===== src/rtl/priority_encoder_8_3_seq.sv =====
// Sequential 8:3 priority encoder: collects request pulses into a pending register
// and presents the highest-numbered pending line as an index over valid/ready.
module priority_encoder_8_3_seq #(
  parameter int N  = 8,
  parameter int IW = 3
) (
  input  logic          clk,
  input  logic          rst_n,
  input  logic [N-1:0]  req_in,
  input  logic          clr,
  output logic          out_valid,
  input  logic          out_ready,
  output logic [IW-1:0] out_idx,
  output logic [N-1:0]  pending,
  output logic [IW:0]   pend_cnt,
  output logic          dropped
);

  typedef enum logic {IDLE = 1'b0, PRESENT = 1'b1} state_t;

  state_t        state;
  logic          fire;
  logic [N-1:0]  acc_mask;
  logic [N-1:0]  p;
  logic [IW-1:0] p_idx;
  logic [IW:0]   p_cnt;

  // The state register is the valid flag, so out_valid is still a flop output.
  assign out_valid = (state == PRESENT);
  assign fire      = out_valid & out_ready;

  // NOTE: every always_comb output gets a default first so no latch is inferred.
  always_comb begin
    acc_mask = '0;
    if (fire) acc_mask[out_idx] = 1'b1;
    p = (pending & ~acc_mask) | req_in;
  end

  // Ascending scan: the last set bit seen is the highest, which is the winner.
  always_comb begin
    p_idx = '0;
    p_cnt = '0;
    for (int k = 0; k < N; k++) begin
      if (p[k]) begin
        p_idx = IW'(k);
        p_cnt = p_cnt + 1'b1;
      end
    end
  end

  // NOTE: sequential state uses non-blocking assignments so all flops update together.
  always_ff @(posedge clk or negedge rst_n) begin
    if (!rst_n) begin
      state    <= IDLE;
      out_idx  <= '0;
      pending  <= '0;
      pend_cnt <= '0;
      dropped  <= 1'b0;
    end else if (clr) begin
      // out_idx is left alone: it is don't-care while out_valid is low.
      state    <= IDLE;
      pending  <= '0;
      pend_cnt <= '0;
      dropped  <= 1'b0;
    end else begin
      pending  <= p;
      pend_cnt <= p_cnt;
      dropped  <= |(req_in & pending & ~acc_mask);
      case (state)
        IDLE: begin
          if (p != '0) begin
            out_idx <= p_idx;
            state   <= PRESENT;
          end
        end
        PRESENT: begin
          // Without a handshake the presented index is held; no preemption.
          if (fire) begin
            if (p != '0) out_idx <= p_idx;
            else         state   <= IDLE;
          end
        end
        default: state <= IDLE;
      endcase
    end
  end

endmodule

===== config.mk =====
export PLATFORM = sky130hd
export DESIGN_NAME = priority_encoder_8_3_seq
export DESIGN_NICKNAME = d
export VERILOG_FILES = /design/src/rtl/priority_encoder_8_3_seq.sv
export SDC_FILE = /design/constraint.sdc
export NUM_CORES = 1
export LEC_CHECK = 0
export CAP_MARGIN = 20
export CORE_UTILIZATION = 30
export CTS_CLUSTER_DIAMETER = 120
export DETAILED_ROUTE_END_ITERATION = 12
export GPL_TIMING_DRIVEN = 0
export PLACE_DENSITY = 0.49
export SETUP_SLACK_MARGIN = 0.15
export SYNTH_ARGS = -nofsm -noshare
export SYNTH_HDL_FRONTEND = slang
export SYNTH_SLANG_ARGS = --single-unit
export TNS_END_PERCENT = 30

===== constraint.sdc =====
create_clock -name clk -period 11.1 [get_ports clk]
set_input_delay 1.665 -clock clk [delete_from_list [all_inputs] [get_ports clk]]
set_output_delay 1.665 -clock clk [all_outputs]
set_load 0.03 [all_outputs]

# After elaboration in Yosys (flattened, before gate mapping)

Cells that the tools add are included.

Flip-flop bits (word level): 17
Input port bits: 12
Output and inout bits: 17
Logic and storage cells: 55

$add $sub $neg: 7
Magnitude comparators: 2
Equal/unequal tests: 1
Multiplexer cells: 28
Bitwise operators: 8
Reduce and logical (&&, ||, !) cells: 4

Operators with widths:

| kind                                                                                | count |
|---|---|
| 4-bit two-way mux                                                                   | 8 |
| 4-bit by 1-bit adder with 4-bit output, second input constant                       | 7 |
| 8-bit bitwise AND                                                                   | 3 |
| 3-bit two-way mux                                                                   | 7 |
| 8-bit two-way mux                                                                   | 2 |
| 8-bit inverter                                                                      | 1 |
| 8-bit bitwise OR                                                                    | 1 |
| 8-bit nonzero test                                                                  | 1 |
| 8-bit OR reduction                                                                  | 1 |
| 1-bit two-way mux                                                                   | 7 |
| 3-bit case mux with 2 select lines                                                  | 1 |
| 3-bit by 4-bit < comparator with 1-bit output, second input constant                | 1 |
| 1-bit demux with 3-bit select                                                       | 1 |
| 3-bit by 1-bit greater-or-equal comparator with 1-bit output, second input constant | 1 |
| 2-bit two-way mux                                                                   | 1 |
| 2-bit by 1-bit != test with 1-bit output, second input constant                     | 1 |
| 1-bit inverter                                                                      | 2 |
| 1-bit case mux with 2 select lines                                                  | 1 |
| 2-bit AND reduction                                                                 | 1 |
| 1-bit bitwise AND                                                                   | 1 |
| 1-bit logical AND                                                                   | 1 |

# Depth between registers and ports, before layout

Word-level depth: 24
Mapped depth: 20
Mapped depth without buffers: 19

# Worst setup path before layout

OpenSTA, ideal clock, no wires.

Kind: input-to-reg
Start point: input port out_ready
End point: register pend_cnt[2]
Setup time: 0.118 ns
Data arrival time: 5.106 ns
Data required time: 10.982 ns
Slack: 5.877 ns
Stages on the path: 19
Path buffers: 1
Path through: and3_2 -> clkbuf_1 -> a21o_1 -> inv_2 -> ha_1 -> xnor2_2 -> ha_1 -> xnor3_1 -> o21ai_0 -> o32a_2 -> ha_1 -> xnor2_1 -> o22ai_1 -> nor2_1 -> ha_1 -> nor2b_1 -> xnor2_1 -> xnor2_1 -> nor2b_1

Cells in the longest elaborated chain, start to end: 21

Ends and longest elaborated chain:

| what                                   | RTL line | RTL |
|---|---|---|
| start, declared                        | 12       | `input logic out_ready,` |
| 1-bit bitwise AND (*)                  | 30       | `assign fire = out_valid & out_ready;` |
| 8-bit two-way mux (*)                  | 35       | `if (fire) acc_mask[out_idx] = 1'b1;` |
| 8-bit inverter (*)                     | 36       | `p = (pending & ~acc_mask) \| req_in;` |
| 8-bit bitwise AND (*)                  | 36       |  |
| 8-bit bitwise OR (*)                   | 36       |  |
| 1-bit two-way mux                      | 44       | `if (p[k]) begin` |
| 4-bit by 1-bit adder with 4-bit output | 46       | `p_cnt = p_cnt + 1'b1;` |
| 4-bit two-way mux                      | 44       |  |
| [... 5 more ...]                       | -        |  |
| 4-bit two-way mux                      | 44       |  |
| 4-bit by 1-bit adder with 4-bit output | 46       |  |
| 4-bit two-way mux                      | 44       |  |
| 4-bit by 1-bit adder with 4-bit output | 46       |  |
| 4-bit two-way mux                      | 44       |  |
| 4-bit by 1-bit adder with 4-bit output | 46       |  |
| 4-bit two-way mux (*)                  | 44       |  |
| 4-bit two-way mux (*)                  | 59       | `end else if (clr) begin` |
| end signal, assigned                   | 67       | `pend_cnt <= p_cnt;` |
| end, declared                          | 15       | `output logic [IW:0] pend_cnt,` |

Every way passes the cells marked *; elsewhere a longest branch is shown, timed or not.
A chain may end at the register's enable or synchronous reset.

# Worst setup path after layout

Same ends and word-level chain as after synthesis.

==> run_results.csv <==
group,metric,value,unit
status,outcome,"complete, no violations",
clock_network,cts-root-buf,"clkbuf_8",
yosys,avgSynthCellArea,8.67,sq um
yosys,synth_top_area_share,30.3,%
route,drc,0,
clock_network,post_cts_resized,0,
yosys,synth_area_leader_cell,"dfrtp_1",
yosys,ys_types,46,
clock_network,clock_latency,250,ps
clock_network,clk_path_buf_depth,2,
floorplan,core,4410,sq um
pwr,seqPwrFrac,27.5,%
yosys,synth_most_common_cell,"nor2_1",
placed_design,dp_hpwl,2840,um
route,vias,1331,
setup_path,cp-end-kind,"flip-flop",
pwr,pwr-share-clk,17.1,%
placed_design,placed_area,1750,sq um
route,wl_per_cell,14.7,um
setup_path,endpoint,"pend_cnt[2]",
yosys,synth_common_cells,"nor2_1 (26), dfrtp_1 (17), a21oi_1 (13)",
placed_design,place_congestion,0.830,
pwr,p_total,0.274,mW
timing,final-setup-viol-count,0,
final_layout,fin_area,1800,sq um
final_layout,final_layout_size_suffix_gt1_share,11.3,%
final_layout,nNetsFinal,213,
pwr,p_sw,0.107,mW
yosys,synth_nets,180,
yosys,async_flop_share,100,%
clock_network,post_cts_buffers,0,
timing,fin_skew,1.66,ps
placed_design,portBuffers,28,
route,drt_first_pass_iters,4,
setup_path,crit_fanout,7,
clock_network,cts_tree,"done",
clock_network,htreeDepth,1,
pwr,powerDensity,153,nW/um^2
floorplan,fp.dieW,70.4,um
setup_path,regToRegStartpoint,"out_idx[0]",
yosys,synth-warning-count,0,
yosys,syn_inst,162,
timing,worst_slack,5150,ps
route,postRouteAntennaNets,0,
timing,slew_viol_final,0,
floorplan,die_h,70.4,um
global_route,grt_max_degree,18,
global_route,gr-total-overflow,0,
pwr,switching_share,39.3,%
min_path,hp-start,"out_idx[0]",
timing,rsz0062_at_grt,"no",
min_path,hold_path.class,"flip-flop to flip-flop",
floorplan,initial_utilization,31.8,%
placed_design,dp_slack,4850,ps
yosys,yosys-top-cells-area,"dfrtp_1 (30%), nor2_1 (7.0%), ha_1 (5.3%)",
global_route,antenna_found_initial,0,
setup_path,r2r_cells,19,
setup_path,arrival,6090,ps
timing,min_period_over_period,53.6,%
route,postRouteWirelength,3630,um
timing,tightest_slew,793,ps
setup_path,startpoint_type,"input pin",
setup_path,crit_path_start,"out_ready",
global_route,grt_pass1_wl,6110,um
pwr,power_frac_comb,55.4,%
yosys,ys_seq_elements,17,
timing,finalHoldViolCount,0,
clock_network,cts.clk_slew.worst_paths,70,ps
pwr,internal_power,0.166,mW
setup_path,critical_path_required,11230,ps
route,drtIter0Drc,78,
floorplan,pin_count,29,
clock_network,postCtsHoldBufs,0,
yosys,ys_seq_area_share,30.3,%
pwr,power_leakage,0.716,nW
final_layout,diodes,0,
route,vias_per_cell,5.41,
timing,holdWs,626,ps
pwr,vdd_drop_max,59.5,uV
clock_network,cts_buffers,3,
global_route,grt_pass1_vias,1275,
yosys,synth_edf_count,0,
timing,setup_tns,0,ps
setup_path,reg2reg_to,"pend_cnt[2]",
global_route,grt_usage,15.6,%
flow_run,maxCapViolCount,0,
final_layout,area_delta_synth_final,27.9,%
floorplan,die_area,4960,sq um
timing,layout_min_cycle_time,5950,ps
yosys,synth_top_flop_cell,"dfrtp_1",
yosys,netlist_area,1400,sq um
timing,maxSlewHeadroom,47.0,%
floorplan,rows,24,
setup_path,critical_path_class,"input pin to flip-flop",
setup_path,reg2reg_slack,6660,ps
timing,max_freq,168,MHz
clock_network,clock_sinks,17,
metal layers:
metal	wire length (um)	vias to the layer above	track usage (%)	part of all wire, %
li1	-	658	-	-
met1	1700	650	20.5	47
met2	1770	19	25.8	49
met3	109	4	2.16	3.0
met4	52	0	5.33	1.4
met5	0	-	0	0
how the worst min path moves through the flow:
stage                            end  slack, ps  cells past startpoint
final                     out_idx[0]        630                      2
after global routing      out_idx[0]        650                      2
after CTS                 out_idx[0]        630                      2
after detailed placement  out_idx[0]        610                      2
after global placement    out_idx[0]        610                      2
after floorplan           out_idx[0]        730                      2
logic make-up after synthesis:
logic type	Yosys count	synth area share (%)
and+or+nand+nor	68	24.2
AOI/OAI and AO/OA	48	24.9
DFF	17	30.3
xor gates and xnor gates	15	11.9
buffers and inverters	7	2.59
adders and majority gates	6	5.35
muxes	1	0.713
worst max-delay path, stage by stage:
cell and delay, ps:
clkdlybuf4s50_1 500, and3_2 180, clkbuf_1 290, a21o_1 280, inv_2 90, ha_1 400
xnor2_2 280, ha_1 300, xnor3_1 330, o21ai_0 160, o32a_2 210, ha_1 250
xnor2_1 130, o22ai_1 180, nor2_1 80, ha_1 190, nor2b_1 130, xnor2_1 170
xnor2_1 130, nor2b_1 130
metrics by stage:
| stage | std cells | util, % |
|---|---|---|
| final | 246 | 40.7 |
| after CTS | 246 | 40.7 |
| after global placement | 242 | 39.6 |
| after floorplan | 162 | - |
| after detailed placement | 242 | 39.6 |
| after global routing | 246 | 40.7 |
registers in the layout (all words and copies together), names as in the netlist:
name and flops:
out_idx 3, pending 8, pend_cnt 4, out_valid 1
dropped 1
power by group through the flow:
stage | Combinational, mW | Sequential (mW) | Clock [mW]
after global placement | 0.150 | 0.0763 | 0
after global routing | 0.166 | 0.0765 | 0.0529
final | 0.152 | 0.0752 | 0.0469
after CTS | 0.154 | 0.0753 | 0.0482
after detailed placement | 0.153 | 0.0765 | 0
after floorplan | 0.0935 | 0.0944 | 0
layout make-up:
class | count | area, sq um
Buffer | 5 | 28.8
Timing Repair Buffer | 28 | 280
Multi-Input combinational cell | 138 | 942
Fill cell | 454 | 2620
Clock buffer | 3 | 41.3
Sequential cell | 17 | 425
Inverter | 2 | 7.51
Clock inverter | 1 | 5.00
Tap cell | 52 | 65.1
cells in the final DEF (no fill, tap or decap), types with 2 or more instances in the layout:
master / instances
clkdlybuf4s50_1: 28
and2_1: 2
nor3b_1: 3
a31oi_1: 9
a32oi_1: 2
nand3_1: 3
or2_2: 3
nor3_1: 5
a21o_1: 4
a21oi_1: 13
dfrtp_1: 17
nand2b_1: 2
clkbuf_1: 2
a21oi_4: 2
o211ai_1: 2
clkbuf_8: 3
o21ai_0: 3
nand3b_1: 2
inv_2: 2
nor2b_1: 5
buf_2: 2
xnor2_1: 7
xor2_1: 5
ha_1: 6
nand2_1: 12
nor2_1: 26
o22ai_1: 2
(Power assumes the default switching activity.)
